===== src/rtl/fetch_sequencer.sv =====
// Instruction fetch/execute sequencer: owns the PC, fetches words over a
// req/valid ROM handshake and issues one execute strobe per instruction.
module fetch_sequencer #(
   parameter int                   BUS_WIDTH = 16,
   parameter logic [BUS_WIDTH-1:0] PC_RESET  = '0,
   parameter int                   TIMEOUT   = 255
) (
   input  logic                 i_clk,
   input  logic                 i_rst_n,
   input  logic                 i_run,
   input  logic                 i_step,
   output logic                 o_rom_req,
   output logic [BUS_WIDTH-1:0] o_rom_addr,
   input  logic                 i_rom_valid,
   input  logic [BUS_WIDTH-1:0] i_rom_data,
   output logic [BUS_WIDTH-1:0] o_instr,
   output logic                 o_exec,
   input  logic                 i_j,
   input  logic [BUS_WIDTH-1:0] i_A,
   output logic [BUS_WIDTH-1:0] o_pc,
   output logic                 o_busy,
   output logic                 o_halted,
   output logic                 o_err
);
   typedef enum logic [1:0] {IDLE, FETCH, EXEC, HALT} state_t;

   // Wait count that ends the last permitted FETCH cycle without valid.
   localparam logic [15:0] WAIT_LAST = 16'(TIMEOUT - 1);

   state_t               state_reg, state_next;
   logic [BUS_WIDTH-1:0] pc_reg, pc_next;
   logic [BUS_WIDTH-1:0] instr_reg, instr_next;
   logic [15:0]          wait_reg, wait_next;
   logic                 step_reg, step_next;
   logic                 err_reg, err_next;
   logic                 rom_req_reg, exec_reg, busy_reg, halted_reg;

   always_comb begin
      state_next = state_reg;
      pc_next    = pc_reg;
      instr_next = instr_reg;
      wait_next  = wait_reg;
      step_next  = step_reg;
      err_next   = err_reg;
      case (state_reg)
         IDLE: begin
            if (i_run) begin
               state_next = FETCH;
               step_next  = 1'b0;
            end else if (i_step) begin
               state_next = FETCH;
               step_next  = 1'b1;
            end
         end
         FETCH: begin
            if (i_rom_valid) begin
               instr_next = i_rom_data;
               wait_next  = '0;
               state_next = EXEC;
            end else if (wait_reg == WAIT_LAST) begin
               err_next   = 1'b1;
               state_next = HALT;
            end else begin
               wait_next = wait_reg + 16'd1;
            end
         end
         EXEC: begin
            step_next = 1'b0;
            // A taken jump onto itself can never make progress: stop here.
            if (i_j && (i_A == pc_reg)) begin
               state_next = HALT;
            end else begin
               pc_next    = i_j ? i_A : pc_reg + 1'b1;
               state_next = (i_run && !step_reg) ? FETCH : IDLE;
            end
         end
         HALT: begin
            state_next = HALT;
         end
         default: begin
            state_next = IDLE;
         end
      endcase
   end

   always_ff @(posedge i_clk or negedge i_rst_n) begin
      if (!i_rst_n) begin
         state_reg   <= IDLE;
         pc_reg      <= PC_RESET;
         instr_reg   <= '0;
         wait_reg    <= '0;
         step_reg    <= 1'b0;
         err_reg     <= 1'b0;
         rom_req_reg <= 1'b0;
         exec_reg    <= 1'b0;
         busy_reg    <= 1'b0;
         halted_reg  <= 1'b0;
      end else begin
         state_reg   <= state_next;
         pc_reg      <= pc_next;
         instr_reg   <= instr_next;
         wait_reg    <= wait_next;
         step_reg    <= step_next;
         err_reg     <= err_next;
         // Status outputs are registered decodes of the upcoming state.
         rom_req_reg <= (state_next == FETCH);
         exec_reg    <= (state_next == EXEC);
         busy_reg    <= (state_next == FETCH) || (state_next == EXEC);
         halted_reg  <= (state_next == HALT);
      end
   end

   assign o_rom_req  = rom_req_reg;
   assign o_rom_addr = pc_reg;
   assign o_instr    = instr_reg;
   assign o_exec     = exec_reg;
   assign o_pc       = pc_reg;
   assign o_busy     = busy_reg;
   assign o_halted   = halted_reg;
   assign o_err      = err_reg;
endmodule

===== config.mk =====
export PLATFORM = sky130hd
export DESIGN_NAME = fetch_sequencer
export DESIGN_NICKNAME = d
export VERILOG_FILES = /design/src/rtl/fetch_sequencer.sv
export SDC_FILE = /design/constraint.sdc
export NUM_CORES = 1
export LEC_CHECK = 0
export ABC_AREA = 1
export BUFFER_PORTS_ARGS = -buffer_cell sky130_fd_sc_hd__buf_4
export CAP_MARGIN = 20
export CORE_UTILIZATION = 46
export DETAILED_ROUTE_END_ITERATION = 10
export PLACE_DENSITY = 0.73
export SKIP_LAST_GASP = 1
export SLEW_MARGIN = 20
export SYNTH_ARGS = -nofsm -noshare
export SYNTH_HDL_FRONTEND = slang
export SYNTH_SLANG_ARGS = --single-unit

===== constraint.sdc =====
create_clock -name i_clk -period 1.75 [get_ports i_clk]
set_input_delay 0.2625 -clock i_clk [delete_from_list [all_inputs] [get_ports i_clk]]
set_output_delay 0.2625 -clock i_clk [all_outputs]
set_load 0.02 [all_outputs]

* Yosys cells after proc, flatten, opt, wreduce, memory -nomap -nowiden *
Cells that the tools add are included.

storage, ports and cells
  register bits = 56
  word-level logic and storage cells = 48

cells by class
  $add $sub $neg = 2
  eq/ne operators = 10
  mux-type cells = 13
  bitwise operators = 2
  reductions and logical operators = 11

operator list
  operator                                                          count
  16-bit two-way mux                                                3
  16-bit by 1-bit adder with 16-bit output, second input constant   2
  16-bit == test                                                    1
  16-bit by 8-bit == test with 1-bit output, second input constant  1
  2-bit two-way mux                                                 5
  2-bit == test, second input constant                              4
  2-bit one-hot mux with 4 select lines                             1
  2-bit AND reduction                                               4
  2-bit by 1-bit == test with 1-bit output, second input constant   2
  1-bit two-way mux                                                 3
  3-bit inequality test, second input constant                      1
  3-bit AND reduction                                               1
  1-bit logical AND                                                 2
  2-bit logical NOT                                                 1
  2-bit inequality test, second input constant                      1
  1-bit inverter                                                    2
  1-bit one-hot mux with 2 select lines                             1
  2-bit nonzero test                                                1
  1-bit logical NOT                                                 1
  1-bit logical OR                                                  1

* Depth between registers and ports, before layout *
Gate-level depths: netlist (run 1).

  depth in word-level cells = 7
  depth in mapped cells = 13

* Least setup slack after synthesis (run 1) *
No wires, ideal clock.

  path kind = register to register
  start = reg pc_reg[6], in the netlist o_pc[6]
  end = reg busy_reg, in the netlist o_busy
  library setup time = 113 ps
  arrival = 1,678 ps
  data required time = 1,637 ps
  path slack = -41 ps
  cell stages (with the launch flop) = 12
  path buffers = 1
  cell sequence = dfrtp_1 > buf_2 > xnor2_1 > nand2_1 > nor2_1 > nand3_1 > nand2_1 > inv_1 > nor2_1 > inv_1 > ha_1 > inv_1

between the ends
  word-level cells in the longest chain between the ends = 6
  elaborated cells on any way between the ends = 7
  those cells by class = eq/ne: 3; mux: 2; reduce/logical: 2

RTL lines
  element                                                                           line  RTL
  start, declared                                                                   31    logic [BUS_WIDTH-1:0] pc_reg, pc_next;
  start signal, assigned                                                            100   pc_reg <= pc_next;
  16-bit == test (*)                                                                70    if (i_j && (i_A == pc_reg)) begin
  1-bit logical AND (*)                                                             70
  2-bit two-way mux (*)                                                             70
  2-bit one-hot mux with 4 select lines (*)                                         45    case (state_reg)
  named net state_next[1]                                                           30    state_t state_reg, state_next;
  2-bit by 1-bit == test with 1-bit output / 2-bit == test (equally long branches)  108   busy_reg <= (state_next == FETCH) || (state_next == EXEC);
  1-bit logical OR (*)                                                              108
  end signal, assigned                                                              108
  end, declared                                                                     36    logic rom_req_reg, exec_reg, busy_reg, halted_reg;

The timed path passes the listed nets; every way through them passes the cells marked *.
A chain may end at the register's enable or synchronous reset.

* Worst setup path in the final report (run 1) *
  start = reg wait_reg[0]
  end = reg busy_reg, in the netlist o_busy

between the ends
  word-level cells in the longest chain between the ends = 6
  elaborated cells on any way between the ends = 7
  those cells by class = eq/ne: 3; mux: 3; reduce/logical: 1

RTL lines
  element                                                                           line  RTL
  start, declared                                                                   33    logic [15:0] wait_reg, wait_next;
  start signal, assigned                                                            102   wait_reg <= wait_next;
  16-bit by 8-bit == test with 1-bit output (*)                                     60    end else if (wait_reg == WAIT_LAST) begin
  2-bit two-way mux (*)                                                             60
  2-bit two-way mux (*)                                                             56    if (i_rom_valid) begin
  2-bit one-hot mux with 4 select lines (*)                                         45
  named net state_next[1]                                                           30
  2-bit by 1-bit == test with 1-bit output / 2-bit == test (equally long branches)  108
  1-bit logical OR (*)                                                              108

Marked as above.

==> parameters.txt, run 1 <==
Parameter                              Value

Clocking
  Count of clock tree sinks    56
  Clock tree from TritonCTS    yes
  H-Tree Depth    2
  Clock root buffer    clkbuf_8
  Insertion delay of the later-clocked pin in the worst-skew pair    0.31 ns
  Inserted Clock Buffers    5
  CTS clk-pin slew, worst paths    0.11 ns
  Clock Path Buffers    2
  Number of hold buffers added after cts    0

Floorplanning
  Num rows    32
  Overall die area    8320 sq um
  Chip Height    91.2 um
  Die Width    91.2 um
  Core Box Area    7730 sq um
  Initial Utilization    47.4%
  Number of primary I/O pins    91

Critical path
  Buffers and inverters on the worst path    3
  Worst reg2reg path startpoint    wait_reg[0]
  Arrival time reported for the critical path endpoint    1.91 ns
  Highest net fanout along the worst path    3
  Crit. Startpoint    wait_reg[0]
  Worst setup EP type    flop
  Kind of cell with the highest combined delay on the critical path    simple AND/OR/NAND/NOR gates
  Critical path class    flop to flop
  CP most frequent cell    inv_1
  Slowest stage cell on the critical path    dfrtp_1
  Worst setup SP type    flop
  Series of cell instances along the critical path    inv_1 > ha_1 > nand4_1 > nor2_1 > nand3_2 > nand2_1 > a21oi_2 > nor2_4 > inv_2 > ha_4 > inv_1
  Critical Path RT    1.96 ns
  Stage delay of the slowest cell on the critical path    0.41 ns

Synth
  Count of cell types in the netlist    30
  Synth warnings    0
  Post-synthesis cell count    515
  Number of enable-type register cells in the synthesized netlist    0
  Total standard cell area after synthesis    3660 sq um
  Synth Net Count    559
  Per-instance average area after synthesis    7.11 sq um
  Commonest register cell after synthesis    dfrtp_1
  Async S/R FF share, synth    100%
  Flip-flop and latch count after synthesis    56
  Sequential-to-total area share from yosys stat    38.3%

Final layout
  Layout cell share with drive strength beyond 1    30.4%
  Count of antenna diodes in the layout    0
  Relative area change from synthesis to final layout    30.5%
  FILL cells    702
  Net count reported at finish    668
  Post-Layout Inst Area    4780 sq um
  Sequential Area    1410 sq um
  Area taken by multi-input logic gates    1910 sq um

Routing
  Total number of vias    3628
  Number of remaining DRC errors    0
  Residual antenna-violating net count after detailed routing    0
  Final routed wirelength across all metal layers    9.02 mm
  Wire length per cell    12.4 um
  Per-cell via count in the routed design    4.99
  Violation count after the first detailed-route iteration    147
  Number of detailed-routing iterations run before antenna repair    5

Placement
  Placement-stage cell area    4560 sq um
  Final HPWL DP    6.71 mm
  Port Buf Inserts    90
  Final weighted congestion in routability-driven placement    0.904
  Pre-CTS setup slack    0.0128 ns

Timing
  Final TNS setup    0 ns
  Tightest slew margin relative to the limit    52.4%
  Final period utilization    97.2%
  Final Hold Vio Count    9
  Post-layout min period    1.70 ns
  Fin Clk Skew    0.00951 ns
  Setup repair after global routing missed its margin    true
  Worst hold slack    -0.00723 ns
  Count of endpoints failing setup in the final report    0
  Number of pins with negative max-slew slack in the final report    0
  Least setup slack across all paths after layout    0.0488 ns
  Pin slew with the least headroom to its limit    0.713 ns
  Max Freq    588 MHz

Power and ir drop
  VDD IR-drop max    0.797 mV
  Static leakage power    2.48 nW
  Cell area power density    1470 nW/um^2
  Design Power    7.04 mW

Global routing
  Wire length of the first global-routing pass    15.0 mm
  Number of global-route vias before repair    3435
  Initial antenna violation count    0
  Remaining global-route overflow    0
  Largest net degree at the start of global routing    57
  Overall track demand over capacity in global routing    22.2%

Flow run
  Count of maximum capacitance violations    0

Outcome
  Violations in the final reports    negative hold slack
  Status    finished with violations

Hold path
  Path class of the lowest-slack min-delay path    primary input to asynchronous set/reset pin
==> logic make-up after synthesis <==
group / count (synthesis) / share of synthesized area (%)
xor gates and xnor gates: 13 / 3.11
and+or+nand+nor: 299 / 34.9
DFF: 56 / 38.3
AOI/OAI and AO/OA: 37 / 5.40
adders and majority gates: 6 / 2.05
muxes: 16 / 4.92
buffers and inverters: 88 / 11.3
==> routing by layer <==
metal / GRT usage (%) / vias up / wire (um)
met1: 26.5 / 1668 / 3750
met2: 40.6 / 111 / 4710
li1: - / 1835 / -
met5: 0 / - / 0
met3: 3.18 / 14 / 398
met4: 7.80 / 0 / 170
==> worst reg2reg max path: cells and delay by family (launching register included) <==
family	cells	cell delay, ns
AND/OR/NAND/NOR	5	0.58
flip-flops	1	0.41
adder cells (fa/ha/maj)	2	0.39
buffers and inverters	3	0.17
AO/OA/AOI/OAI	1	0.07
==> what timing repair did <==
item                       in CTS  in global routing
buffers inserted                1                  4
gates resized for setup         1                 25
pin swaps                       0                 10
setup endpoints to repair       2                 33
==> report_power, final <==
| part | switching [mW] | internal (mW) |
|---|---|---|
| combinational | 2.27 | 1.77 |
| clock | 0.432 | 0.424 |
| sequential | 0.382 | 1.76 |
==> cell usage in the layout, fill, tap and decap left out, types with 2 or more instances in the layout <==
cell type | netlist | routed
nand3_1 | 50 | 49
inv_1 | 55 | 49
dfrtp_2 | 0 | 4
nand2_2 | 2 | 4
inv_2 | 3 | 9
nor2_2 | 4 | 8
or2_2 | 2 | 2
xnor2_1 | 4 | 4
a31oi_1 | 2 | 2
nor2_1 | 45 | 40
nand2_1 | 174 | 171
dfrtp_1 | 56 | 52
o21ai_1 | 3 | 4
nand3b_1 | 4 | 4
ha_1 | 6 | 5
nand4_1 | 14 | 14
buf_4 | 18 | 130
a21oi_1 | 5 | 4
nor3_1 | 2 | 2
mux2_2 | 16 | 16
clkbuf_8 | 0 | 5
o21ai_0 | 23 | 22
xor2_1 | 9 | 9
o21bai_1 | 2 | 2
==> cell type report <==
| cell class | count | area share, % |
|---|---|---|
| Multi-Input combinational cell | 371 | 39.9 |
| Tap cell | 102 | 2.67 |
| Sequential cell | 56 | 29.4 |
| Inverter | 59 | 4.79 |
| Timing Repair Buffer | 131 | 20.9 |
| Clock buffer | 5 | 1.44 |
| Clock inverter | 3 | 0.891 |
==> cell usage after synthesis (3+ instances only) <==
cell type	instances	area [sq um]
o21ai_0	23	115
dfrtp_1	56	1400
buf_2	5	25.0
inv_2	3	11.3
o21ai_1	3	15.0
clkbuf_1	5	18.8
xnor2_1	4	35.0
nand3b_1	4	30.0
nand4_1	14	87.6
a21oi_1	5	25.0
inv_1	55	206
ha_1	6	75.1
nor2_1	45	169
mux2_2	16	180
nor2_2	4	25.0
nand2_1	174	653
buf_4	18	135
xor2_1	9	78.8
nand3_1	50	250
==> path summary, 6_finish.rpt <==
check / to / slack, ns / cells after the start
setup / recovery: o_busy / 0.05 / 11
hold / removal: o_pc[7] / -0.007 / 1
setup reg to reg: o_busy / 0.05 / 11
hold reg to reg: o_err / 0.50 / 1
max in group asynchronous: o_pc[3] / 1.25 / 1
min in group i_clk: o_instr[1] / 0.18 / 2
==> stage by stage <==
step                      std cells  util [%]
after floorplan                 515         -
after global placement          714      59.0
after detailed placement        714      59.0
after CTS                       723      60.6
after global routing            727      61.8
final                           727      61.8
Power figures use the tool's default switching activity.
==> run 2: changes to the inputs <==
CTS_BUF_LIST = sky130_fd_sc_hd__clkbuf_4   (was not set)
RECOVER_POWER = 100   (was not set)
==> run 2 against run 1 <==
  * Critical path depth unchanged
  * Register-to-register slack got worse by 0.02 ns
  * Via count increased by 0.14%
  * The run now ends clean
  * Largest power group unchanged
  * Critical path type unchanged
  * Critical endpoint unchanged
==> parameters.txt, run 2 (synthesis results as in run 1) <==
Parameter                              Value

Floorplanning
  Overall die area    8320 sq um (unchanged)
  Die Width    91.2 um (unchanged)
  Chip Height    91.2 um (unchanged)
  Num rows    32 (unchanged)
  Number of primary I/O pins    91 (unchanged)
  Initial Utilization    47.4% (unchanged)
  Core Box Area    7730 sq um (unchanged)

Power and ir drop
  VDD IR-drop max    0.781 mV (was 0.797 mV)
  Clk network pwr share    10.9% (was 12.2%)
  Seq pwr share    32.5% (was 30.4%)
  Total net switching power    3.06 mW (was 3.08 mW)
  Cell area power density    1410 nW/um^2 (was 1470 nW/um^2)
  Internal cell power    3.45 mW (was 3.95 mW)
  Sw frac    47.0% (was 43.8%)
  Static leakage power    2.30 nW (was 2.48 nW)
  Power share of the combinational group    56.6% (was 57.4%)

Clocking
  Insertion delay of the later-clocked pin in the worst-skew pair    0.38 ns (was 0.31 ns)
  Clock tree from TritonCTS    yes (unchanged)
  Clock root buffer    clkbuf_4 (was clkbuf_8)
  Clock Path Buffers    2 (unchanged)
  CTS clk-pin slew, worst paths    0.16 ns (was 0.11 ns)
  Inserted Clock Buffers    5 (unchanged)
  Count of clock tree sinks    56 (unchanged)
  H-Tree Depth    2 (unchanged)

Final layout
  Top library cells by usage in the layout, fill and taps aside    nand2_1 (172), buf_4 (84), dfrtp_1 (52) (was nand2_1 (171), buf_4 (130), dfrtp_1 (52))
  Post-layout instance count excluding filler cells    730 (was 727)
  Area taken by multi-input logic gates    1910 sq um (about the same)
  Relative area change from synthesis to final layout    25.8% (was 30.5%)
  Count of antenna diodes in the layout    0 (unchanged)
  Most common library cell in the layout ignoring fill and taps    nand2_1 (unchanged)
  Post-Layout Inst Area    4600 sq um (was 4780 sq um)
  Layout cell share with drive strength beyond 1    23.2% (was 30.4%)
  Final core utilization    59.6% (was 61.8%)
  Net count reported at finish    671 (was 668)
  Sequential Area    1410 sq um (unchanged)
  FILL cells    758 (was 702)

Flow run
  Count of maximum capacitance violations    0 (unchanged)

Timing
  Pin slew with the least headroom to its limit    1.24 ns (was 0.713 ns)
  Setup repair after global routing missed its margin    true (unchanged)
  Fin Clk Skew    0.0101 ns (was 0.00951 ns)
  Final Hold Vio Count    0 (was 9)
  Max Freq    582 MHz (was 588 MHz)
  Final period utilization    98.1% (was 97.2%)
  Tightest slew margin relative to the limit    17.0% (was 52.4%)
  Least setup slack across all paths after layout    0.0332 ns (was 0.0488 ns)
  Number of pins with negative max-slew slack in the final report    0 (unchanged)
  Post-layout min period    1.72 ns (was 1.70 ns)
  Count of endpoints failing setup in the final report    0 (unchanged)

Routing
  Final routed wirelength across all metal layers    9.00 mm (was 9.02 mm)
  Number of remaining DRC errors    0 (unchanged)
  Residual antenna-violating net count after detailed routing    0 (unchanged)
  Number of detailed-routing iterations run before antenna repair    5 (unchanged)
  Total number of vias    3633 (was 3628)
  Violation count after the first detailed-route iteration    139 (was 147)
  Per-cell via count in the routed design    4.98 (was 4.99)
  Wire length per cell    12.3 um (was 12.4 um)

Outcome
  Status    finished clean (was finished with violations)

Hold path
  Worst min-delay path startpoint    i_rom_data[1]
  Path class of the lowest-slack min-delay path    primary input to flop (was primary input to asynchronous set/reset pin)

Critical path
  Critical R2R Capture    o_busy (unchanged)
  FF-to-FF setup slack    0.03 ns (was 0.05 ns)
  Critical path class    flop to flop (unchanged)
  Worst setup EP type    flop (unchanged)
  Critical Path Sink    o_busy (unchanged)
  Worst setup SP type    flop (unchanged)
  Arrival time reported for the critical path endpoint    2.01 ns (was 1.91 ns)
  Highest net fanout along the worst path    3 (unchanged)
  Critical Path RT    2.04 ns (was 1.96 ns)
  R2R depth    11 (unchanged)
  Crit. Startpoint    wait_reg[0] (unchanged)
  Worst reg2reg path startpoint    wait_reg[0] (unchanged)

Placement
  Final HPWL DP    6.71 mm (unchanged)
  Pre-CTS setup slack    0.0128 ns (unchanged)
  Port Buf Inserts    90 (unchanged)
  Placement-stage cell area    4560 sq um (unchanged)
  Cell count after placement    714 (unchanged)
  Final weighted congestion in routability-driven placement    0.904 (unchanged)

Global routing
  Largest net degree at the start of global routing    57 (unchanged)
  Overall track demand over capacity in global routing    22.2% (about the same)
  Remaining global-route overflow    0 (unchanged)
  Initial antenna violation count    0 (unchanged)
  Wire length of the first global-routing pass    14.9 mm (was 15.0 mm)
  Number of global-route vias before repair    3438 (was 3435)
run 2: changes by cell type in the layout (fill, tap and decap cells not counted), moves of 2 or more:
cell / before / now
buf_4: 130 / 84
clkbuf_8: 5 / 0
clkbuf_1: 0 / 45
clkbuf_4: 0 / 6
inv_2: 9 / 7
o21ai_0: 22 / 19
o21ai_1: 4 / 7
run 2: critical path: stages (launching register included):
cell	delay (ns)
dfrtp_1	0.41
inv_1	0.09
ha_1	0.14
nand4_1	0.11
nor2_1	0.15
nand3_2	0.10
nand2_1	0.08
a21oi_1	0.10
nor2_4	0.15
inv_2	0.05
ha_4	0.25
inv_1	0.03
run 2: worst min path at each step:
stage | to | slack (ns) | depth (start not counted)
floorplan | o_busy | -0.03 | 0
global placement | o_pc[14] | 0.36 | 1
detailed placement | o_pc[13] | 0.36 | 1
CTS | o_instr[7] | 0.09 | 2
global route | o_instr[1] | 0.07 | 2
finish | o_instr[1] | 0.10 | 2
run 2: stage by stage:
stage | hold slack, ns | TNS, ns | total power [mW]
2_1_floorplan | -0.0331 | 0 | 4.60
3_3_place_gp | 0.359 | 0 | 5.93
3_5_place_dp | 0.362 | 0 | 6.00
4_1_cts | 0.0865 | 0 | 6.75
5_1_grt | 0.0730 | -0.524 | 7.04
6_report | 0.102 | 0 | 6.51
run 2: cell type report:
class | count | area share, %
clock buffers | 5 | 0.815
clock inverters | 3 | 0.924
inverters | 59 | 5.03
multi-input cells | 371 | 41.5
flip-flops and latches | 56 | 30.5
well taps | 102 | 2.77
repair buffers | 134 | 18.4
run 2: power by group through the flow:
stage / clock network, mW / logic, mW / registers [mW]
2_1_floorplan: 0 / 1.96 / 2.64
3_3_place_gp: 0 / 3.81 / 2.12
3_5_place_dp: 0 / 3.85 / 2.16
4_1_cts: 0.744 / 3.89 / 2.12
5_1_grt: 0.785 / 4.07 / 2.18
6_report: 0.712 / 3.69 / 2.11
run 2: metal layers:
layer | GRT usage [%] | part of all wire [%] | vias to the layer above
met3 | 3.18 | 3.9 | 15
met2 | 40.8 | 51 | 104
met4 | 7.80 | 2.3 | 0
met1 | 26.3 | 42 | 1669
met5 | 0 | 0 | -
li1 | - | - | 1845
run 2: what timing repair did:
item                                   in CTS  in global routing
resized for setup                           1                 32
endpoints found under the hold margin      56                  0
hold buffers                                1                  0
setup endpoints to repair                   2                 33
setup buffers                               1                  6
pin swaps                                   0                 10
